## src/rtl/key_input_driver_pkg.sv

```systemverilog
// key_input_driver_pkg
//   Shared constants for the key input peripheral: register word offsets
//   on the CPU bridge and the default build parameters.
//   Ports: none (package).
package key_input_driver_pkg;

  // Word offsets selected by bus address bits [3:2].
  localparam logic [1:0] KEY_ADDR_STATE   = 2'd0;
  localparam logic [1:0] KEY_ADDR_PENDING = 2'd1;
  localparam logic [1:0] KEY_ADDR_MASK    = 2'd2;

  localparam int KEY_DEFAULT_N_KEYS          = 8;
  localparam int KEY_DEFAULT_DEBOUNCE_CYCLES = 20000;

endpackage

```

## src/rtl/key_input_driver_if.sv

```systemverilog
// key_input_driver_if
//   Memory-mapped bus seen by the key input peripheral.
//   WE   : write strobe for this device
//   Addr : word select (bus address bits [3:2])
//   Din  : write data
//   Dout : read data, combinational on Addr
//   Modports: master (CPU bridge side), slave (peripheral side).
interface key_input_driver_if;
  logic        WE;
  logic [1:0]  Addr;
  logic [31:0] Din;
  logic [31:0] Dout;

  modport master (output WE, Addr, Din, input Dout);
  modport slave  (input WE, Addr, Din, output Dout);
endinterface

```

## src/rtl/key_debounce.sv

```systemverilog
// key_debounce
//   Single-key conditioner: 2-flop synchroniser, stability counter and the
//   accepted (debounced) level. A change is accepted only after the
//   synchronised input has differed from `stable` for DEBOUNCE_CYCLES
//   consecutive cycles; any return to the stable level restarts the count.
//   clk    : system clock
//   reset  : asynchronous, active-high
//   key_in : logical key level (1 = pressed), asynchronous
//   stable : debounced level
//   rise   : one-cycle pulse, high in the cycle whose edge accepts 0->1
//   fall   : one-cycle pulse, high in the cycle whose edge accepts 1->0
module key_debounce #(
  parameter int DEBOUNCE_CYCLES = 20000,
  parameter int CNT_W           = 16
) (
  input  logic clk,
  input  logic reset,
  input  logic key_in,
  output logic stable,
  output logic rise,
  output logic fall
);

  localparam logic [CNT_W-1:0] CNT_LAST = CNT_W'(DEBOUNCE_CYCLES - 1);

  logic             meta;
  logic             sync;
  logic [CNT_W-1:0] cnt;
  logic             accept;

  // NOTE: the accept decode is combinational so that rise/fall are valid in
  // the same cycle `stable` is about to flip; the parent latches the event
  // on that very edge.
  assign accept = (sync != stable) && (cnt == CNT_LAST);
  assign rise   = accept &&  sync;
  assign fall   = accept && !sync;

  // NOTE: all state here uses non-blocking assignments so every flop samples
  // the pre-edge values; blocking would collapse the synchroniser chain.
  always_ff @(posedge clk or posedge reset) begin
    if (reset) begin
      meta   <= 1'b0;
      sync   <= 1'b0;
      stable <= 1'b0;
      cnt    <= '0;
    end else begin
      meta <= key_in;
      sync <= meta;
      if (sync == stable) begin
        cnt <= '0;
      end else if (accept) begin
        stable <= sync;
        cnt    <= '0;
      end else begin
        cnt <= cnt + CNT_W'(1);
      end
    end
  end

endmodule

```

## src/rtl/key_input_driver.sv

```systemverilog
// key_input_driver
//   Memory-mapped key/switch input peripheral. Debounces N_KEYS pins,
//   latches accepted presses into a sticky write-1-to-clear pending
//   register and raises a level IRQ for pending bits enabled in mask.
//   Build option: define KEY_RELEASE_EVENT_EN to make accepted releases
//   set pending as well.
//   clk     : system clock
//   reset   : asynchronous, active-high
//   bus     : CPU bridge slave (WE, Addr, Din, Dout)
//             Addr 0 = stable (RO), 1 = pending (W1C), 2 = mask (RW),
//             3 = reads 0
//   key_pin : raw board pins, asynchronous
//   IRQ     : registered level interrupt, |(pending & mask)
module key_input_driver
  import key_input_driver_pkg::*;
#(
  parameter int N_KEYS          = KEY_DEFAULT_N_KEYS,
  parameter int DEBOUNCE_CYCLES = KEY_DEFAULT_DEBOUNCE_CYCLES,
  parameter int CNT_W           = 16,
  parameter int ACTIVE_LOW      = 1
) (
  input  logic                clk,
  input  logic                reset,
  key_input_driver_if.slave   bus,
  input  logic [N_KEYS-1:0]   key_pin,
  output logic                IRQ
);

  logic [N_KEYS-1:0] key_level;
  logic [N_KEYS-1:0] stable;
  logic [N_KEYS-1:0] rise;
  logic [N_KEYS-1:0] fall;
  logic [N_KEYS-1:0] event_set;
  logic [N_KEYS-1:0] w1c;
  logic [N_KEYS-1:0] pending;
  logic [N_KEYS-1:0] mask;
  logic              wr_mask;

  // Normalise polarity so everything downstream sees 1 = pressed.
  assign key_level = key_pin ^ {N_KEYS{(ACTIVE_LOW != 0)}};

  for (genvar i = 0; i < N_KEYS; i++) begin : g_key
    key_debounce #(
      .DEBOUNCE_CYCLES(DEBOUNCE_CYCLES),
      .CNT_W          (CNT_W)
    ) u_debounce (
      .clk   (clk),
      .reset (reset),
      .key_in(key_level[i]),
      .stable(stable[i]),
      .rise  (rise[i]),
      .fall  (fall[i])
    );
  end

`ifdef KEY_RELEASE_EVENT_EN
  assign event_set = rise | fall;
`else
  assign event_set = rise;
  logic unused_fall;
  assign unused_fall = ^fall;
`endif

  // Only the low N_KEYS bits of write data are architecturally stored.
  logic unused_din;
  assign unused_din = ^bus.Din;

  assign w1c     = (bus.WE && bus.Addr == KEY_ADDR_PENDING) ? bus.Din[N_KEYS-1:0] : '0;
  assign wr_mask = bus.WE && bus.Addr == KEY_ADDR_MASK;

  always_ff @(posedge clk or posedge reset) begin
    if (reset) begin
      pending <= '0;
      mask    <= '0;
      IRQ     <= 1'b0;
    end else begin
      // A new event on the same edge as its W1C wins: the OR comes last.
      pending <= (pending & ~w1c) | event_set;
      if (wr_mask) mask <= bus.Din[N_KEYS-1:0];
      IRQ <= |(pending & mask);
    end
  end

  // NOTE: Dout gets a default before the case so no path leaves it
  // unassigned, which would otherwise infer a latch.
  always_comb begin
    bus.Dout = '0;
    case (bus.Addr)
      KEY_ADDR_STATE:   bus.Dout[N_KEYS-1:0] = stable;
      KEY_ADDR_PENDING: bus.Dout[N_KEYS-1:0] = pending;
      KEY_ADDR_MASK:    bus.Dout[N_KEYS-1:0] = mask;
      default:          bus.Dout = '0;
    endcase
  end

endmodule

```

## src/flat_wrapper.sv

```systemverilog
// flat-port wrapper written by rule: the top's interface ports become plain ports
module key_input_driver_flat import key_input_driver_pkg::*;
#(
  parameter int N_KEYS          = KEY_DEFAULT_N_KEYS,
  parameter int DEBOUNCE_CYCLES = KEY_DEFAULT_DEBOUNCE_CYCLES,
  parameter int CNT_W           = 16,
  parameter int ACTIVE_LOW      = 1
)
  (clk, reset, key_pin, IRQ, bus_WE, bus_Addr, bus_Din, bus_Dout);
  key_input_driver_if bus_i ();
  input  logic clk;
  input  logic reset;
  input  logic [N_KEYS-1:0] key_pin;
  output logic IRQ;
  input wire logic [$bits(bus_i.WE)-1:0] bus_WE;
  input wire logic [$bits(bus_i.Addr)-1:0] bus_Addr;
  input wire logic [$bits(bus_i.Din)-1:0] bus_Din;
  output wire logic [$bits(bus_i.Dout)-1:0] bus_Dout;
  assign bus_i.WE = bus_WE;
  assign bus_i.Addr = bus_Addr;
  assign bus_i.Din = bus_Din;
  assign bus_Dout = bus_i.Dout;
  key_input_driver #(.N_KEYS(N_KEYS), .DEBOUNCE_CYCLES(DEBOUNCE_CYCLES), .CNT_W(CNT_W), .ACTIVE_LOW(ACTIVE_LOW)) u_core (.clk(clk), .reset(reset), .bus(bus_i), .key_pin(key_pin), .IRQ(IRQ));
endmodule
```

## config.mk

```make
export PLATFORM = sky130hd
export DESIGN_NAME = key_input_driver_flat
export DESIGN_NICKNAME = d
export VERILOG_FILES = /design/src/rtl/key_input_driver_pkg.sv /design/src/rtl/key_input_driver_if.sv /design/src/rtl/key_debounce.sv /design/src/rtl/key_input_driver.sv /design/src/flat_wrapper.sv
export SDC_FILE = /design/constraint.sdc
export NUM_CORES = 1
export LEC_CHECK = 0
export ABC_AREA = 1
export CORE_AREA = 3 3 117 175
export DETAILED_ROUTE_END_ITERATION = 10
export DIE_AREA = 0 0 120 178
export PLACE_DENSITY = 0.74
export RECOVER_POWER = 25
export SYNTH_ARGS = -nofsm -noshare
export SYNTH_HDL_FRONTEND = slang
export SYNTH_SLANG_ARGS = --single-unit
export TNS_END_PERCENT = 1
```

## constraint.sdc

```tcl
create_clock -name clk -period 6.2 [get_ports clk]
set_input_delay 0.62 -clock clk [delete_from_list [all_inputs] [get_ports clk]]
set_output_delay 0.62 -clock clk [all_outputs]
set_load 0.03 [all_outputs]
```

==> results of run 1 <==
cells in the mapped netlist:
| library cell | count | area (sq um) |
|---|---|---|
| a21oi_1 | 7 | 35.0 |
| buf_2 | 1 | 5.00 |
| buf_4 | 24 | 180 |
| buf_6 | 6 | 67.6 |
| conb_1 | 1 | 3.75 |
| dfrtp_1 | 169 | 4230 |
| ha_1 | 8 | 100 |
| inv_1 | 176 | 661 |
| inv_2 | 4 | 15.0 |
| nand2_1 | 309 | 1160 |
| nand2_2 | 49 | 307 |
| nand2_4 | 4 | 45.0 |
| nand3_1 | 76 | 380 |
| nand3_2 | 7 | 70.1 |
| nand3b_1 | 2 | 15.0 |
| nand4_1 | 36 | 225 |
| nor2_1 | 215 | 807 |
| nor2_2 | 21 | 131 |
| nor2_4 | 15 | 169 |
| nor3_1 | 1 | 5.00 |
| nor3b_1 | 9 | 67.6 |
| o21ai_0 | 17 | 85.1 |
| o21ai_1 | 25 | 125 |
| o21bai_1 | 15 | 113 |
| o221ai_1 | 7 | 61.3 |
| o22ai_1 | 3 | 18.8 |
| or2_2 | 1 | 6.26 |
| xnor2_1 | 7 | 61.3 |
| xnor2_2 | 1 | 16.3 |
| xor2_1 | 29 | 254 |
per-stage QoR:
step           power, mW  util, %  hold slack, ns  cell area (sq um)
5_1_grt             2.36     53.6           0.357              10300
3_3_place_gp        1.33     51.6           0.335               9880
4_1_cts             2.29     54.3           0.352              10400
6_report            2.26     53.6           0.348              10300
2_1_floorplan       1.29        -           0.331               9510
3_5_place_dp        1.33     51.6           0.339               9880
metal layers:
metal	vias up	track usage [%]	wire length, um
met2	129	33.5	9570
met1	3596	21.0	7750
met3	24	4.35	892
li1	3914	-	-
met4	0	5.64	306
met5	-	0	0
logic make-up after synthesis:
group | count (synthesis) | synth area share [%]
AND/OR/NAND/NOR | 745 | 36.0
buffers and inverters | 211 | 9.86
flip-flops | 169 | 44.9
AO/OA/AOI/OAI | 74 | 4.65
XOR/XNOR | 37 | 3.52
adder cells (fa/ha/maj) | 8 | 1.06
other | 1 | 0.0398
final timing paths:
path | end | from | cells after the start | slack (ns)
worst min-delay path | u_core.g_key[4].u_debounce.sync | u_core.g_key[4].u_debounce.meta | 0 | 0.35
worst min register to register | u_core.g_key[4].u_debounce.sync | u_core.g_key[4].u_debounce.meta | 0 | 0.35
min in group asynchronous | u_core.g_key[0].u_debounce.cnt[11] | reset | 2 | 0.78
worst max register to register | u_core.g_key[1].u_debounce.cnt[14] | u_core.g_key[1].u_debounce.cnt[0] | 6 | 4.56
worst max-delay path | bus_Dout[4] | bus_Addr[1] | 5 | 2.95
max in group asynchronous | u_core.g_key[4].u_debounce.cnt[6] | reset | 3 | 4.40
state kept, by name, summed over array words and instances, names as in the netlist:
register and cells:
u_core.g_key.u_debounce.stable 8, u_core.mask 8, u_core.g_key.u_debounce.cnt 128, u_core.g_key.u_debounce.meta 8, u_core.pending 8, u_core.IRQ 1, u_core.g_key.u_debounce.sync 8
where the power goes:
part | total [mW] | leakage [nW] | internal [mW] | switching (mW)
Sequential | 1.15 | 2.29 | 1.13 | 0.0204
Clock | 0.952 | 0.257 | 0.536 | 0.416
Combinational | 0.153 | 2.10 | 0.0451 | 0.108
Total | 2.26 | 4.64 | 1.71 | 0.545
layout make-up:
type / instances / share of cell area [%]
inverters: 180 / 6.63
clock inverters: 8 / 0.475
repair buffers: 31 / 2.97
flip-flops and latches: 169 / 41.2
clock buffers: 22 / 4.62
well taps: 256 / 3.12
multi-input cells: 888 / 41.0
worst max-delay path, stage by stage:
cell             delay [ns]
clkdlybuf4s50_1        0.45
nor2_1                 0.53
nand2_1                0.10
o221ai_1               0.17
clkdlybuf4s50_1        0.76
==> results.toml, run 1 <==
[outcome]
status = "complete, no violations"

[detailed_routing]
wl_per_cell_um = 11.9
via_count = 7663
via_per_inst = 4.93
wirelength_mm = 18.5
drt_first_pass_iters = 5
postRouteAntennaNets = 0
drc = 0
first_iter_violations = 429

[cells_and_area]
drive_above_1_share_pct = 7.63
fin_nets = 1340
multi_input_area_sq_um = 4210
num_antenna_cells = 0
seqCellArea_sq_um = 4230
fin_cells = 1554
final_cell_mix = "nand2_1 (324), nor2_1 (229), inv_1 (175)"
syn_to_final_growth_pct = 9.05
final_common_cell = "nand2_1"
fillCellCount = 1818

[floorplanning]
fp.dieH_um = 178
initial_utilization_pct = 49.2
dieArea_sq_um = 21400
die_w_um = 120
design.core.area_sq_um = 19200
num_rows = 62
ioPinCount = 78

[logic_synthesis]
post_synth_inst_count = 1245
ys_ff_latch = 169
synth.distinct_cells = 30
syn_area_sq_um = 9420
yosysWarnings = 0
ys_seq_area_share_pct = 44.9
avgSynthCellArea_sq_um = 7.57

[placed_design]
gp_congestion = 0.897
dp_hpwl_mm = 13.6
port_buffers = 29
post-place-ws_ns = 2.96
dp.cells = 1524

[global_routing]
grt_overflow = 0
grt_usage_pct = 18.3
grt_pass1_wl_mm = 32.0
grt_pass1_vias = 7321
antenna_found_initial = 0
grt_max_degree = 102

[power]
power_density_nw_per_um2 = 220
cellLeakagePower_nw = 4.64
vdd_drop_max_mv = 0.175

[clock_tree]
cts_buffers = 17
cts_hold_buffers = 0
cts_sinks = 169
htreeDepth = 4
cts_buffer_depth = 2
cts_tree = "built"
clk_pin_slew_ns = 0.06
clkLatencyLatePin_ns = 0.43
post_cts_resized = 0
cts_root_buf = "clkbuf_16"
post-cts-setup-buffer-count = 0

[worst_setup_path]
critPathLaunchType = "primary input"
worstPathRequired_ns = 5.58
worst-setup-path-type = "in2out"
crit_arrival_ns = 2.63
cp_max_fo = 8
end_kind = "output port"

[timing]
worst_slew_pin_slew_ns = 0.895
finalSetupViolCount = 0
fin_crit_ns = 3.25
drv_slew = 0
finalCritPeriodShare_pct = 52.5
fin_ws_ns = 2.95
fin_worst_skew_ns = 0.00997
rsz0062_at_grt = "false"
tns_ns = 0
hold_violations = 0
fmax_mhz = 307
slew_headroom_pct = 40.3

[worst_hold_path]
hold_class = "reg2reg"

[flow_run]
cap_violations = 0
Power figures use the tool's default switching activity.
==> inputs of run 2 (changes only) <==
==> constraint.sdc (replaced) <==
create_clock -name clk -period 3.15 [get_ports clk]
set_input_delay 0.315 -clock clk [delete_from_list [all_inputs] [get_ports clk]]
set_output_delay 0.315 -clock clk [all_outputs]
set_load 0.03 [all_outputs]
==> run 2 against run 1 <==
  * Non-clock buffer count increased by 4
  * First-iteration DRC count decreased by 6.1%
  * Largest power group unchanged
  * Sequential cell count unchanged
  * Largest cell class is now multi-input gates
  * Highest routed layer unchanged
==> results.toml, run 2 (synthesized netlist as in run 1, its figures left out) <==
[clock_tree]
post_cts_resized = 0
cts_tree = "built"
cts_root_buf = "clkbuf_16"
cts_sinks = 169
cts_hold_buffers = 0
htreeDepth = 4
post-cts-setup-buffer-count = 0
clk_pin_slew_ns = 0.07
clkLatencyLatePin_ns = 0.44
cts_buffer_depth = 2
cts_buffers = 17

[timing]
finalCritPeriodShare_pct = 81.2
rsz0062_at_grt = "false"
hold_violations = 0
worst_slew_pin_slew_ns = 1.32
slew_headroom_pct = 11.5
fin_crit_ns = 2.56
drv_slew = 0
hold_ws_ns = 0.348
fin_worst_skew_ns = 0.00989
fmax_mhz = 391
tns_ns = 0
finalSetupViolCount = 0

[cells_and_area]
syn_to_final_growth_pct = 11.4
fin_nets = 1344
num_antenna_cells = 0
drive_above_1_share_pct = 10.3
fillCellCount = 1813
final_cell_mix = "nand2_1 (313), nor2_1 (215), inv_1 (175)"
final_common_cell = "nand2_1"
stdcell_area_sq_um = 10500
largest_reg_flops = 128
regMostFlops = "u_core.g_key.u_debounce.cnt"
post-route-util_pct = 54.8

[worst_setup_path]
cp_cell_sequence = "clkdlybuf4s50_1 > inv_1 > nor2_1 > inv_1 > o221ai_1 > clkdlybuf4s50_1"
worst-setup-path-type = "in2out"
slowest_delay_ns = 0.74
critPathLaunchType = "primary input"
timing.rr.end = "u_core.g_key[7].u_debounce.cnt[10]"
end_kind = "output port"
reg2reg_slack_ns = 1.69
cp_max_fo = 7
startpoint = "bus_Addr[0]"
ff2ff_path_depth = 7
endpoint = "bus_Dout[1]"
crit_arrival_ns = 2.24
timing.rr.start = "u_core.g_key[7].u_debounce.stable"
worstPathRequired_ns = 2.83
cpMaxStageDelayCell = "clkdlybuf4s50_1"

[global_routing]
grt_overflow = 0
grt_usage_pct = 18.7
antenna_found_initial = 0
grt_pass1_wl_mm = 32.8
grt_pass1_vias = 7420
grt_max_degree = 49

[placed_design]
place_area_sq_um = 9940
port_buffers = 29
dp_hpwl_mm = 14.1
gp_congestion = 0.907

[floorplanning]
fp.dieH_um = 178
die_w_um = 120
design.core.area_sq_um = 19200
dieArea_sq_um = 21400
initial_utilization_pct = 49.2
ioPinCount = 78
num_rows = 62

[power]
vdd_drop_max_mv = 0.337
power_density_nw_per_um2 = 446
cellLeakagePower_nw = 4.70

[worst_hold_path]
hold_class = "reg2reg"

[detailed_routing]
via_count = 7739
wl_per_cell_um = 12.1
drc = 0
drt_first_pass_iters = 5
wirelength_mm = 18.9
postRouteAntennaNets = 0
via_per_inst = 4.96
first_iter_violations = 403

[outcome]
status = "complete, no violations"

[flow_run]
cap_violations = 0
run 2: changes by cell type in the layout (fill, tap and decap cells not counted), sizes merged:
cell	change
clkbuf	-1
buf	+1
clkdlybuf4s50	-1
dlygate4sd3	+1
bufinv	+2
inv	+4
run 2: critical path: cells and delay by family:
| family | cells | cell delay (ns) |
|---|---|---|
| buffers and inverters | 4 | 1.47 |
| AND/OR/NAND/NOR | 1 | 0.15 |
| AO/OA/AOI/OAI | 1 | 0.30 |
run 2: final cells by class:
cell class	instances	area (sq um)	area share [%]
sequential	169	4230	40.3
tap	256	320	3.05
inverter	180	677	6.45
clock buffer	18	429	4.09
multi-input combinational	888	4340	41.3
clock inverter	14	160	1.53
timing repair buffer	35	338	3.22
run 2: how the worst min path moves through the flow:
stage | to | depth (start not counted) | startpoint | slack, ns
after floorplan | u_core.g_key[0].u_debounce.sync | 0 | u_core.g_key[0].u_debounce.meta | 0.33
after global placement | u_core.g_key[5].u_debounce.sync | 0 | u_core.g_key[5].u_debounce.meta | 0.33
after detailed placement | u_core.g_key[1].u_debounce.sync | 0 | u_core.g_key[1].u_debounce.meta | 0.33
after CTS | u_core.g_key[7].u_debounce.meta | 2 | key_pin[7] | 0.33
after global routing | u_core.g_key[5].u_debounce.sync | 0 | u_core.g_key[5].u_debounce.meta | 0.36
final | u_core.g_key[1].u_debounce.sync | 0 | u_core.g_key[1].u_debounce.meta | 0.35
run 2: per-layer routing:
layer	share of wire (%)	GRT usage [%]
met1	42	21.8
met2	52	34.2
met3	3.2	3.14
met4	2.1	7.41
met5	0	0
run 2: per-stage QoR:
stage	power (mW)	setup slack [ns]	instances
finish	4.67	0.592	1560
global route	4.84	0.468	1560
CTS	4.73	0.580	1560
detailed placement	2.63	0.598	1528
global placement	2.62	0.639	1528
floorplan	2.54	0.680	1268
run 2: power breakdown:
group | total, mW | switching (mW) | internal [mW]
Clock | 2.10 | 0.912 | 1.18
Combinational | 0.308 | 0.215 | 0.0928
Sequential | 2.27 | 0.0405 | 2.23
